--- config.mk ---
export PLATFORM = sky130hd
export DESIGN_NAME = awg_cmd_ctrl
export DESIGN_NICKNAME = d
export VERILOG_FILES = /design/src/rtl/awg_pkg.sv /design/src/rtl/awg_cmd_ctrl.sv
export SDC_FILE = /design/constraint.sdc
export NUM_CORES = 1
export LEC_CHECK = 0
export CORE_MARGIN = 10
export CORE_UTILIZATION = 56
export CTS_CLUSTER_DIAMETER = 120
export DETAILED_ROUTE_END_ITERATION = 16
export GPL_TIMING_DRIVEN = 0
export HOLD_SLACK_MARGIN = 0.12
export PLACE_DENSITY = 0.87
export SLEW_MARGIN = 15
export SYNTH_ARGS = -nofsm -noshare
export SYNTH_HDL_FRONTEND = slang
export SYNTH_SLANG_ARGS = --single-unit
export TNS_END_PERCENT = 100
--- constraint.sdc ---
create_clock -name clk -period 2.8 [get_ports clk]
set_input_delay 0.7 -clock clk [delete_from_list [all_inputs] [get_ports clk]]
set_output_delay 0.7 -clock clk [all_outputs]
set_load 0.05 [all_outputs]
--- src/rtl/awg_pkg.sv ---
// Shared constants, widths and types for the AWG control plane.
package awg_pkg;

  localparam int unsigned BYTE_W  = 8;
  localparam int unsigned FREQ_W  = 12;
  localparam int unsigned AMP_W   = 3;
  localparam int unsigned PHASE_W = 8;

  localparam logic [BYTE_W-1:0] HDR_BYTE     = 8'hA5;
  localparam logic [BYTE_W-1:0] CMD_DEFAULTS = 8'h00;
  localparam logic [BYTE_W-1:0] CMD_FREQ     = 8'h01;
  localparam logic [BYTE_W-1:0] CMD_AMP      = 8'h02;
  localparam logic [BYTE_W-1:0] CMD_PHASE    = 8'h03;
  localparam logic [BYTE_W-1:0] CMD_ENABLE   = 8'h04;

  // Frame parser states; GOT_x means byte x has been captured.
  typedef enum logic [2:0] {
    ST_IDLE    = 3'd0,
    ST_GOT_HDR = 3'd1,
    ST_GOT_CMD = 3'd2,
    ST_GOT_HI  = 3'd3,
    ST_GOT_LO  = 3'd4
  } awg_state_e;

  // Generator control register set, updated as one unit.
  typedef struct packed {
    logic               en;
    logic [FREQ_W-1:0]  freq;
    logic [AMP_W-1:0]   amp;
    logic [PHASE_W-1:0] phase;
  } awg_regs_t;

  // Expected checksum byte of a frame.
  function automatic logic [BYTE_W-1:0] frame_chk(
    input logic [BYTE_W-1:0] cmd,
    input logic [BYTE_W-1:0] d_hi,
    input logic [BYTE_W-1:0] d_lo
  );
    return cmd ^ d_hi ^ d_lo;
  endfunction

endpackage

--- src/rtl/awg_cmd_ctrl.sv ---
// Command-frame parser and control-register bank for the sine generator.
module awg_cmd_ctrl
  import awg_pkg::*;
#(
  parameter int unsigned          TIMEOUT_CYC = 5_000_000,
  parameter logic [FREQ_W-1:0]    FREQ_RST    = 12'd64,
  parameter logic [AMP_W-1:0]     AMP_RST     = 3'd1
) (
  input  logic                clk,
  input  logic                rst,
  input  logic [BYTE_W-1:0]   rx_data,
  input  logic                rx_valid,
  output logic                en,
  output logic [FREQ_W-1:0]   freq,
  output logic [AMP_W-1:0]    amp,
  output logic [PHASE_W-1:0]  phase,
  output logic                cmd_ok,
  output logic                cmd_err,
  output logic                busy
);

  localparam int unsigned    CNT_W    = (TIMEOUT_CYC > 1) ? $clog2(TIMEOUT_CYC) : 1;
  localparam logic [CNT_W-1:0] CNT_LAST = CNT_W'(TIMEOUT_CYC - 1);
  localparam awg_regs_t      REGS_RST = '{en: 1'b0, freq: FREQ_RST, amp: AMP_RST, phase: '0};

  awg_state_e          r_state;
  logic [CNT_W-1:0]    r_cnt;
  logic [BYTE_W-1:0]   r_cmd;
  logic [BYTE_W-1:0]   r_dhi;
  logic [BYTE_W-1:0]   r_dlo;
  awg_regs_t           r_regs;
  logic                r_cmd_ok;
  logic                r_cmd_err;
  logic                r_busy;

  awg_state_e          w_state_nxt;
  logic [CNT_W-1:0]    w_cnt_nxt;
  logic [BYTE_W-1:0]   w_cmd_nxt;
  logic [BYTE_W-1:0]   w_dhi_nxt;
  logic [BYTE_W-1:0]   w_dlo_nxt;
  awg_regs_t           w_regs_nxt;
  logic                w_ok_nxt;
  logic                w_err_nxt;

  logic [2*BYTE_W-1:0] w_data;
  awg_regs_t           w_cand;
  logic                w_legal;
  logic                w_chk_ok;
  logic                w_timeout;

  assign w_data    = {r_dhi, r_dlo};
  assign w_chk_ok  = (rx_data == frame_chk(r_cmd, r_dhi, r_dlo));
  assign w_timeout = !rx_valid && (r_state != ST_IDLE) && (r_cnt == CNT_LAST);

  // Decode the captured command into a candidate register set and legality flag.
  always_comb begin
    w_cand  = r_regs;
    w_legal = 1'b0;
    case (r_cmd)
      CMD_DEFAULTS: begin
        w_cand  = REGS_RST;
        w_legal = 1'b1;
      end
      CMD_FREQ: begin
        if (r_dhi[7:4] == 4'h0) begin
          w_cand.freq = w_data[FREQ_W-1:0];
          w_legal     = 1'b1;
        end
      end
      CMD_AMP: begin
        if ((w_data != 16'd0) && (w_data <= 16'd7)) begin
          w_cand.amp = w_data[AMP_W-1:0];
          w_legal    = 1'b1;
        end
      end
      CMD_PHASE: begin
        w_cand.phase = r_dlo;
        w_legal      = 1'b1;
      end
      CMD_ENABLE: begin
        w_cand.en = r_dlo[0];
        w_legal   = 1'b1;
      end
      default: begin
        w_cand  = r_regs;
        w_legal = 1'b0;
      end
    endcase
  end

  // Next-state, byte capture, timeout counting and apply/reject decision.
  always_comb begin
    w_state_nxt = r_state;
    w_cnt_nxt   = '0;
    w_cmd_nxt   = r_cmd;
    w_dhi_nxt   = r_dhi;
    w_dlo_nxt   = r_dlo;
    w_regs_nxt  = r_regs;
    w_ok_nxt    = 1'b0;
    w_err_nxt   = 1'b0;

    if (rx_valid) begin
      // An arriving byte always restarts the inter-byte timer and beats a timeout.
      case (r_state)
        ST_IDLE: begin
          if (rx_data == HDR_BYTE) w_state_nxt = ST_GOT_HDR;
        end
        ST_GOT_HDR: begin
          w_cmd_nxt   = rx_data;
          w_state_nxt = ST_GOT_CMD;
        end
        ST_GOT_CMD: begin
          w_dhi_nxt   = rx_data;
          w_state_nxt = ST_GOT_HI;
        end
        ST_GOT_HI: begin
          w_dlo_nxt   = rx_data;
          w_state_nxt = ST_GOT_LO;
        end
        ST_GOT_LO: begin
          w_state_nxt = ST_IDLE;
          if (w_chk_ok && w_legal) begin
            w_regs_nxt = w_cand;
            w_ok_nxt   = 1'b1;
          end else begin
            w_err_nxt  = 1'b1;
          end
        end
        default: w_state_nxt = ST_IDLE;
      endcase
    end else if (w_timeout) begin
      w_state_nxt = ST_IDLE;
      w_err_nxt   = 1'b1;
    end else if (r_state != ST_IDLE) begin
      w_cnt_nxt = r_cnt + CNT_W'(1);
    end
  end

  // State and output registers.
  always_ff @(posedge clk) begin
    if (rst) begin
      r_state   <= ST_IDLE;
      r_cnt     <= '0;
      r_cmd     <= '0;
      r_dhi     <= '0;
      r_dlo     <= '0;
      r_regs    <= REGS_RST;
      r_cmd_ok  <= 1'b0;
      r_cmd_err <= 1'b0;
      r_busy    <= 1'b0;
    end else begin
      r_state   <= w_state_nxt;
      r_cnt     <= w_cnt_nxt;
      r_cmd     <= w_cmd_nxt;
      r_dhi     <= w_dhi_nxt;
      r_dlo     <= w_dlo_nxt;
      r_regs    <= w_regs_nxt;
      r_cmd_ok  <= w_ok_nxt;
      r_cmd_err <= w_err_nxt;
      r_busy    <= (w_state_nxt != ST_IDLE);
    end
  end

  assign en      = r_regs.en;
  assign freq    = r_regs.freq;
  assign amp     = r_regs.amp;
  assign phase   = r_regs.phase;
  assign cmd_ok  = r_cmd_ok;
  assign cmd_err = r_cmd_err;
  assign busy    = r_busy;

endmodule

==> run_results.csv <==
group,metric,value,unit
die,die_x,101,um
global_route,grt.total_usage,17.5,%
synthesis,ys_warn_count,0,
critical_path,critical-path-top-delay-family,"buffers and inverters",
routing,via_per_inst,5.70,
critical_path,cp.arrival,2.92,ns
critical_path,path_buf_inv,2,
global_route,grt_pass1_wl,14.5,mm
critical_path,startpoint_type,"primary input",
global_route,grt_max_degree,15,
die,die_y,101,um
final_layout,final_cell_mix,"nand2_1, dfxtp_1, nor2_1",
global_route,grt_pass1_vias,2950,
clock_network,cts.htree.levels,3,
sta,finalSetupViolCount,0,
global_route,grt-ovfl-total,0,
clock_network,cts_tree,"built",
clock_network,clk_latency,0.36,ns
global_route,antenna_found_initial,0,
clock_network,ctsHoldBuffers,0,
sta,hold_viol,0,
routing,drc,0,
sta,fin_crit_sh,94.7,%
clock_network,cts.sinks,77,
synthesis,ys_seq_area_share,42.1,%
hold_path,min_path_type,"reg -> reg",
placement,routabilityCongestion,0.888,
sta,setup_slack,0.149,ns
routing,wl_per_cell,15.8,um
final_layout,drive_gt1_share,6.05,%
routing,via_count,3167,
routing,dr.pass1.iters,5,
power,power.internal,0.00154,W
clock_network,cts_buffer_depth,2,
sta,slew_headroom,55.0,%
final_layout,layout_commonest_cell,"nand2_1",
sta,finalMaxSlewViolations,0,
power,p_sw,0.000461,W
power,power,0.00200,W
job,maxCapViolCount,0,
sta,clock.fmax,377,MHz
power,peakVddDrop,0.282,mV
sta,tns,0,ns
synthesis,synthFlopType,"dfxtp_1",
synthesis,syn_nets,438,
clock_network,cts.clk_slew.worst_paths,0.09,ns
final_layout,n_antenna_cell,0,
sta,rsz0062_at_grt,"no",
critical_path,crit_required,3.07,ns
critical_path,crit_top_cell,"xnor2_1",
routing,ant_nets,0,
die,rows,29,
critical_path,crit_path_max_fanout,10,
final_layout,syn_to_final_growth,18.3,%
status,outcome,"completed",
sta,period_minus_slack,2.65,ns
power,pwr_density_cell,462,nW/um^2
final_layout,nets,486,
critical_path,path_cells,"clkdlybuf4s50_1 -> xnor2_1 -> xnor2_1 -> nand4_1 -> nor3_4 -> buf_4 -> mux2i_1",
critical_path,critPathSlowestCell,"clkdlybuf4s50_1",
routing,routed_wl,8.78,mm
synthesis,synth_seq_cells,77,
critical_path,end_kind,"flip-flop",
clock_network,root_buffer,"clkbuf_8",
placement,dp_hpwl,6.33,mm
power,clkPwrFrac,41.9,%
synthesis,yosysUniqueCellTypes,41,
synthesis,synth_async_sr_flop_share,0,%
power,netSwitchingFraction,23.1,%
clock_network,cts_buffers,9,
power,comb_power_share,3.4,%
sta,skew,0.0104,ns
synthesis,synthesis.area,3660,sq um
die,die_area,10200,sq um
critical_path,max_stage_delay,0.53,ns
synthesis,synth_edf_count,0,
placement,io_buffers,36,
power,power_leakage,1.37,nW
die,pin_count,38,
placement,dp_slack,-0.254,ns
sta,worst_slew_pin_slew,0.665,ns
die,core,6350,sq um
critical_path,critPathKind,"in -> reg",
die,start_util,57.6,%
power,pwr-share-seq,54.8,%
routing,drt_iter0_drc,319,
synthesis,syn_inst,426,
synthesis,avgSynthCellArea,8.59,sq um
area by class of cell:
cell class | count | area [sq um]
tap | 77 | 96.3
timing repair buffer | 37 | 368
multi-input combinational | 323 | 2020
clock buffer | 9 | 124
clock inverter | 7 | 76.3
inverter | 6 | 22.5
fill | 483 | 2020
sequential | 77 | 1540
buffer | 20 | 82.6
logic make-up after synthesis:
kind of cell | Yosys count | share of synthesized area, %
adder cells (fa/ha/maj) | 1 | 0.342
flip-flops | 77 | 42.1
buffers and inverters | 26 | 2.87
AO/OA/AOI/OAI | 35 | 6.02
XOR/XNOR | 45 | 10.8
multiplexers | 24 | 6.57
AND/OR/NAND/NOR | 218 | 31.3
synth_stat cells (3+ instances only):
| library cell | count | share of area [%] |
|---|---|---|
| nand3_1 | 12 | 1.6 |
| nand2_1 | 79 | 8.1 |
| nand4_1 | 10 | 1.7 |
| clkbuf_1 | 16 | 1.6 |
| and3_1 | 6 | 1.0 |
| dfxtp_1 | 77 | 42 |
| a21oi_1 | 26 | 3.6 |
| nor3b_1 | 3 | 0.62 |
| inv_1 | 6 | 0.62 |
| xor2_1 | 8 | 1.9 |
| mux2i_1 | 24 | 6.6 |
| nor3_1 | 8 | 1.1 |
| buf_2 | 3 | 0.41 |
| xnor2_1 | 37 | 8.9 |
| nor2_1 | 38 | 3.9 |
| or4_1 | 6 | 1.2 |
| nor4_1 | 7 | 1.2 |
| nor2b_1 | 5 | 0.85 |
| nand2b_1 | 25 | 4.3 |
repair_timing:
item                                    4_1_cts  5_1_grt
buffers inserted                              0        1
gates resized for setup                       0        1
endpoints found under the setup margin        0       10
worst reg2reg max path: stages (launching register included):
cell and delay (ns):
dfxtp_1 0.35, or4_1 0.50, buf_2 0.18, nor4_2 0.37
nand3_1 0.20, nor3_4 0.22, buf_4 0.26, mux2i_1 0.23
power groups by stage:
| stage | sequential (W) | combinational (W) | clock [W] |
|---|---|---|---|
| 2_1_floorplan | 0.00112 | 0.0000339 | 0 |
| 3_3_place_gp | 0.00112 | 0.0000642 | 0 |
| 3_5_place_dp | 0.00112 | 0.0000655 | 0 |
| 4_1_cts | 0.00109 | 0.0000662 | 0.000843 |
| 5_1_grt | 0.00109 | 0.0000727 | 0.000888 |
| 6_report | 0.00109 | 0.0000677 | 0.000836 |
routing by layer:
layer  share of wire [%]  vias to the layer above  GRT usage (%)
met1                  45                     1505           22.6
met5                   0                        -              0
met4                 1.8                        0           7.28
li1                    -                     1548              -
met3                 7.4                       13           3.84
met2                  46                      101           27.4
final timing paths:
| kind | slack, ns | start | cells past startpoint | endpoint |
|---|---|---|---|---|
| max reg2reg | 0.41 | r_cmd[5] | 7 | freq[7] |
| min reg2reg | 0.46 | r_cnt[0] | 1 | r_cnt[0] |
| max | 0.15 | rx_data[3] | 7 | freq[7] |
| min | 0.46 | r_cnt[0] | 1 | r_cnt[0] |
sequential cells by signal (all words and copies together) (netlist names):
register  cells
r_dlo         8
r_state       3
amp           3
phase         8
busy          1
r_cnt        23
r_dhi         8
freq         12
en            1
r_cmd         8
cmd_err       1
cmd_ok        1
metrics by stage:
step,instances,cell area (sq um),utilization [%],hold slack [ns]
detailed placement,539,4120,64.8,0.443
global placement,539,4120,64.8,0.420
CTS,555,4320,68.0,0.463
finish,556,4330,68.2,0.457
global route,556,4330,68.2,0.477
floorplan,426,3660,-,0.413
Power figures use the tool's default switching activity.
==> RTL change 1, RTL diff (config.mk and constraints unchanged) <==
`TIMEOUT_CYC`: 5_000_000 -> 10_000_000.
--- a/src/rtl/awg_cmd_ctrl.sv
+++ b/src/rtl/awg_cmd_ctrl.sv
@@ -2,7 +2,7 @@
 module awg_cmd_ctrl
   import awg_pkg::*;
 #(
-  parameter int unsigned          TIMEOUT_CYC = 5_000_000,
+  parameter int unsigned          TIMEOUT_CYC = 10_000_000,
   parameter logic [FREQ_W-1:0]    FREQ_RST    = 12'd64,
   parameter logic [AMP_W-1:0]     AMP_RST     = 3'd1
 ) (
Behaviour: same outputs for any inputs over 4 cycles, from zero or initial values and one cycle with rst high; that may be too few to reach the edited logic, so the function may still have changed.
==> RTL change 1 against the unedited design <==
- synthesized area up 1.3%
- power down 0.49%
- final area up 0.69%
- worst setup slack better by 0.056 ns
- sequential cell count up 1
- non-clock buffer count down 1
- die area up 1.0%
- wire length up 0.25%
- global-route usage about the same
- first-iteration DRC count down 34%
- critical path type unchanged
==> RTL change 1: results (changes against the unedited design) <==
[detailed_routing]
vias_per_cell=5.77  ; was 5.70
wirelength_um=8800  ; was 8780 µm
drtAntennaViolNets=0  ; unchanged
firstDrtPassIters=4  ; was 5
dr.first_iter.drc_count=210  ; was 319

[setup_path]
cp.arrival_ns=2.86  ; was 2.92 ns
rr_worst_depth=6  ; was 7

[layout]
largest-register=r_cnt  ; unchanged
stdcell_count=545  ; was 556
drive_gt1_frac=0.0705  ; was 0.0605
final_nets=476  ; was 486
antenna_cells=0  ; unchanged
largest_register_ffs=24  ; was 23

[global_route]
grt_pass1_wl_um=14800  ; was 14,500 µm
grt_pass1_vias=3074  ; was 2,950
grt_max_degree=14  ; was 15
grt_use_total=0.175  ; about the same

[logic_synthesis]
synth_nets=428  ; was 438
synthXorXnorAreaFrac=0.111  ; was 0.108
ys_async_sr_fraction=0  ; unchanged
ys_warn_count=0  ; unchanged
ys_seq_area_frac=0.421  ; about the same
synth_cell_type_count=43  ; was 41
synth_fa_ha_area_frac=0.00338  ; was 0.00342
ys.flop_type=dfxtp_1  ; unchanged
synthTopCellsByArea=dfxtp_1 (42%), mux2i_1 (9.5%), nand2_1 (6.8%), xnor2_1 (6.1%), xor2_1 (5.0%)  ; was dfxtp_1 (42%), xnor2_1 (8.9%), nand2_1 (8.1%), mux2i_1 (6.6%), nand2b_1 (4.3%)
syn-mean-instance-area_um2=8.91  ; was 8.59 µm²
yosys-mux-area-fraction=0.0946  ; was 0.0657
synth_common_cells=dfxtp_1 (78), nand2_1 (67), nor2_1 (44)  ; was nand2_1 (79), dfxtp_1 (77), nor2_1 (38)
synth_compound_area_frac=0.0608  ; was 0.0602

[sta]
worst_pin_slew_ns=1.09  ; was 0.665 ns
finClkSkew_ns=0.0119  ; was 0.0104 ns

[clock_network]
cts_buffer_depth=2  ; unchanged
clock_latency_ns=0.35
cts_setup_buffers=0  ; unchanged
clkTransAtPathRegs_ns=0.08
cts_resized=0  ; unchanged

[run_status]
status=finished, final reports clean  ; unchanged

[place]
place_inst=530  ; was 539
io_buffer_count=37  ; was 36
place_congestion=0.900  ; was 0.888
dpl.hpwl_um=6600  ; was 6330 µm
dp_slack_ns=-0.115  ; was -0.254 ns

[floorplan]
dieWidth_um=101  ; about the same

[pwr]
switching_share=0.226  ; was 0.231
vdd_drop_max_v=0.000378  ; was 0.000282 V
leakage_nw=1.38  ; was 1.37 nW

[worst_hold_path]
hold_path_depth=2  ; was 1

## RTL change 1: cell types whose count changed after synthesis, sizes merged, moves of 6 or more
| cell | delta |
|---|---|
| nand2b | -25 |
| o21ai | +6 |
| a21oi | -12 |
| xor2 | +13 |
| nor2 | +8 |
| mux2i | +11 |
| nand2 | -12 |
| nand3 | +7 |
| xnor2 | -11 |
## RTL change 1: path summary, 6_finish.rpt
| kind | slack, ns | from | to |
|---|---|---|---|
| max reg2reg | 0.55 | r_cnt[0]$_SDFF_PP0_ | r_cnt[16]$_SDFF_PP0_ |
| max | 0.21 | rx_data[2] | freq[10]$_SDFFE_PP0P_ |
| min reg2reg | 0.46 | amp[2]$_SDFFE_PP0P_ | amp[2]$_SDFFE_PP0P_ |
| min | 0.46 | amp[2]$_SDFFE_PP0P_ | amp[2]$_SDFFE_PP0P_ |
## RTL change 1: power by group through the flow
| stage | combinational [mW] | sequential, mW | clock (mW) |
|---|---|---|---|
| 6_report | 0.0666 | 1.11 | 0.813 |
| 5_1_grt | 0.0717 | 1.11 | 0.865 |
| 3_3_place_gp | 0.0642 | 1.13 | 0 |
| 3_5_place_dp | 0.0652 | 1.13 | 0 |
| 4_1_cts | 0.0660 | 1.11 | 0.826 |
| 2_1_floorplan | 0.0331 | 1.13 | 0 |
## RTL change 1: final cells by class
cell class / instances / area, µm²
well taps: 77 / 96.3
fillers: 499 / 2030
inverters: 5 / 18.8
repair buffers: 37 / 370
plain buffers: 19 / 86.3
multi-input cells: 314 / 2040
clock buffers: 9 / 124
flip-flops and latches: 78 / 1560
clock inverters: 6 / 63.8
## RTL change 1: kinds of logic after synthesis
| family | after synthesis |
|---|---|
| AOI/OAI and AO/OA | 32 |
| xor gates and xnor gates | 47 |
| adders and majority gates | 1 |
| buffers and inverters | 24 |
| DFF | 78 |
| muxes | 35 |
| and+or+nand+nor | 199 |
## RTL change 1: metal layers
layer | wire length, µm | track usage
met1 | 3890 | 0.218
met4 | 218 | 0.0847
met5 | 0 | 0
met2 | 4180 | 0.282
met3 | 512 | 0.0347
## RTL change 1: stage by stage
step / utilization / area, µm² / setup TNS [ns]
after global routing: 0.683 / 4360 / 0
final: 0.683 / 4360 / 0
after floorplan: - / 3700 / 0
after CTS: 0.683 / 4360 / 0
after global placement: 0.653 / 4170 / -1.12
after detailed placement: 0.653 / 4170 / -1.38
## RTL change 1: worst max-delay path: stages
cell	delay, ns
clkdlybuf4s50_1	0.59
xor2_1	0.20
xnor2_1	0.17
nand4_2	0.24
buf_2	0.26
nor4_4	0.29
buf_6	0.21
mux2i_1	0.20
==> RTL change 2, RTL diff (config.mk and constraints unchanged) <==
Without the edit above. Register the inputs `rx_data` and `rx_valid` before use, with the module's reset. The logic sees them one clock later.
--- a/src/rtl/awg_cmd_ctrl.sv
+++ b/src/rtl/awg_cmd_ctrl.sv
@@ -22,6 +22,19 @@
   localparam int unsigned    CNT_W    = (TIMEOUT_CYC > 1) ? $clog2(TIMEOUT_CYC) : 1;
   localparam logic [CNT_W-1:0] CNT_LAST = CNT_W'(TIMEOUT_CYC - 1);
   localparam awg_regs_t      REGS_RST = '{en: 1'b0, freq: FREQ_RST, amp: AMP_RST, phase: '0};
+
+  logic [BYTE_W-1:0] rx_data_q;
+  logic rx_valid_q;
+
+  always_ff @(posedge clk) begin
+    if (rst) begin
+      rx_data_q  <= '0;
+      rx_valid_q <= '0;
+    end else begin
+      rx_data_q  <= rx_data;
+      rx_valid_q <= rx_valid;
+    end
+  end
 
   awg_state_e          r_state;
   logic [CNT_W-1:0]    r_cnt;
@@ -49,8 +62,8 @@
   logic                w_timeout;
 
   assign w_data    = {r_dhi, r_dlo};
-  assign w_chk_ok  = (rx_data == frame_chk(r_cmd, r_dhi, r_dlo));
-  assign w_timeout = !rx_valid && (r_state != ST_IDLE) && (r_cnt == CNT_LAST);
+  assign w_chk_ok  = (rx_data_q == frame_chk(r_cmd, r_dhi, r_dlo));
+  assign w_timeout = !rx_valid_q && (r_state != ST_IDLE) && (r_cnt == CNT_LAST);
 
   // Decode the captured command into a candidate register set and legality flag.
   always_comb begin
@@ -99,22 +112,22 @@
     w_ok_nxt    = 1'b0;
     w_err_nxt   = 1'b0;
 
-    if (rx_valid) begin
+    if (rx_valid_q) begin
       // An arriving byte always restarts the inter-byte timer and beats a timeout.
       case (r_state)
         ST_IDLE: begin
-          if (rx_data == HDR_BYTE) w_state_nxt = ST_GOT_HDR;
+          if (rx_data_q == HDR_BYTE) w_state_nxt = ST_GOT_HDR;
         end
         ST_GOT_HDR: begin
-          w_cmd_nxt   = rx_data;
+          w_cmd_nxt   = rx_data_q;
           w_state_nxt = ST_GOT_CMD;
         end
         ST_GOT_CMD: begin
-          w_dhi_nxt   = rx_data;
+          w_dhi_nxt   = rx_data_q;
           w_state_nxt = ST_GOT_HI;
         end
         ST_GOT_HI: begin
-          w_dlo_nxt   = rx_data;
+          w_dlo_nxt   = rx_data_q;
           w_state_nxt = ST_GOT_LO;
         end
         ST_GOT_LO: begin
Function: changed (Yosys sat finds a counterexample within 4 cycles, from zero or initial values and one cycle with rst high).
==> RTL change 2 against the unedited design <==
- sequential cell count is 9 higher
- clock skew rose by 0.0030 ns
- power rose by 5.5%
- synthesized cell count rose by 5.2%
- worst setup slack worse by 0.022 ns
- register-to-register slack got worse by 0.28 ns
- final area up 4.5%
- wire length is 1.3% lower
- synthesized area up 5.6%
- largest power group unchanged
- highest routed layer unchanged
==> RTL change 2: results (changes against the unedited design) <==
[place]
post_dp_cell_area_um2=4330  ; was 4120 µm²
place_congestion=0.868  ; was 0.888
io_buffer_count=37  ; was 36
dpl.hpwl_um=6390  ; was 6330 µm
place_inst=565  ; was 539

[sta]
worst_pin_slew_ns=0.733  ; was 0.665 ns
finClkSkew_ns=0.0134  ; was 0.0104 ns

[layout]
stdcell_count=581  ; was 556
drive_gt1_frac=0.0479  ; was 0.0605
final_nets=508  ; was 486
syn_to_final_growth_pct=17.1  ; was 18.3%

[detailed_routing]
m1WireLength_um=3940  ; was 3920 µm
dr.first_iter.drc_count=223  ; was 319
vias_per_cell=5.56  ; was 5.70
drc_errors=0  ; unchanged
wl_met3_um=561  ; was 647 µm
wire_per_inst_um=14.9  ; was 15.8 µm
route.met2.wl_um=4030  ; was 4050 µm

[global_route]
grt_pass1_vias=3108  ; was 2,950
grt_pass1_wl_um=14400  ; was 14,500 µm
grt_max_degree=16  ; was 15

[logic_synthesis]
synth_nets=460  ; was 438
ys_warn_count=0  ; unchanged
synth_common_cells=dfxtp_1 (86), nand2_1 (83), nor2_1 (31)  ; was nand2_1 (79), dfxtp_1 (77), nor2_1 (38)
ys_seq_area_frac=0.446  ; was 0.421
syn-mean-instance-area_um2=8.62  ; was 8.59 µm²
synthTopCellsByArea=dfxtp_1 (45%), nand2_1 (8.1%), xnor2_1 (6.8%), mux2i_1 (6.2%), nand2b_1 (4.2%)  ; was dfxtp_1 (42%), xnor2_1 (8.9%), nand2_1 (8.1%), mux2i_1 (6.6%), nand2b_1 (4.3%)
synth_cell_type_count=35  ; was 41

[setup_path]
cp.arrival_ns=2.96  ; was 2.92 ns
worstPathMaxFanout=5  ; was 10

[floorplan]
rows=30  ; was 29

[pwr]
vdd_drop_max_v=0.000244  ; was 0.000282 V

[run_status]
status=finished, final reports clean  ; unchanged

==> RTL change 2: changes by cell type in the layout (fill, tap and decap cells not counted), sizes merged, moves of 4 or more <==
cell | unedited run | this run
and3 | 6 | 10
buf | 5 | 1
clkbuf | 25 | 34
dfxtp | 77 | 86
nand2 | 79 | 83
nor2 | 38 | 31
nor2b | 5 | 12
xnor2 | 37 | 30
xor2 | 8 | 16
==> RTL change 2: cells by family after synthesis <==
kind of cell    count (synthesis)  share of synthesized area
xor+xnor                       46                      0.104
mux                            24                     0.0622
compound gates                 36                     0.0583
buf+inv                        27                     0.0266
fa+ha+maj                       1                    0.00324
flops                          86                      0.446
simple gates                  228                      0.300
==> RTL change 2: path summary, 6_finish.rpt <==
check	startpoint	end	slack, ns	cells after the start
worst max-delay path	r_dlo[7]$_SDFFE_PP0P_	amp[1]$_SDFFE_PP0P_	0.13	5
worst min-delay path	r_cnt[0]$_SDFF_PP0_	r_cnt[0]$_SDFF_PP0_	0.45	1
worst max register to register	r_dlo[7]$_SDFFE_PP0P_	amp[1]$_SDFFE_PP0P_	0.13	5
worst min register to register	r_cnt[0]$_SDFF_PP0_	r_cnt[0]$_SDFF_PP0_	0.45	1
==> RTL change 2: worst max-delay path, cell delays in order (launching register included) <==
cell       delay (ns)
dfxtp_1          0.37
or4_1            0.52
or4_1            0.49
or4_4            0.46
a2111oi_4        0.51
mux2i_1          0.25
==> RTL change 2: power breakdown <==
part | internal, mW | leakage [nW] | switching (mW) | total [mW]
Combinational | 0.0333 | 0.642 | 0.0331 | 0.0664
Sequential | 1.23 | 0.695 | 0.0101 | 1.24
Clock | 0.349 | 0.0849 | 0.454 | 0.803
==> RTL change 2: per-stage QoR <==
step | power, mW | setup WS [ns]
after floorplan | 1.31 | 0.358
after global routing | 2.17 | 0.00557
after global placement | 1.33 | 0.122
after detailed placement | 1.33 | 0.0779
final | 2.11 | 0.127
after CTS | 2.12 | 0.115
==> RTL change 2: cell type report <==
class	count	area [µm²]
flip-flops and latches	86	1720
clock inverters	6	45.0
fillers	524	2230
inverters	2	7.51
multi-input cells	335	2050
clock buffers	10	138
well taps	80	100
repair buffers	37	370
plain buffers	25	95.1
==> RTL change 2: layer usage <==
layer / global-route usage / vias to the layer above
met5: 0 / -
met4: 0.0866 / 0
met3: 0.0288 / 12
met2: 0.269 / 89
met1: 0.214 / 1518
li1: - / 1611
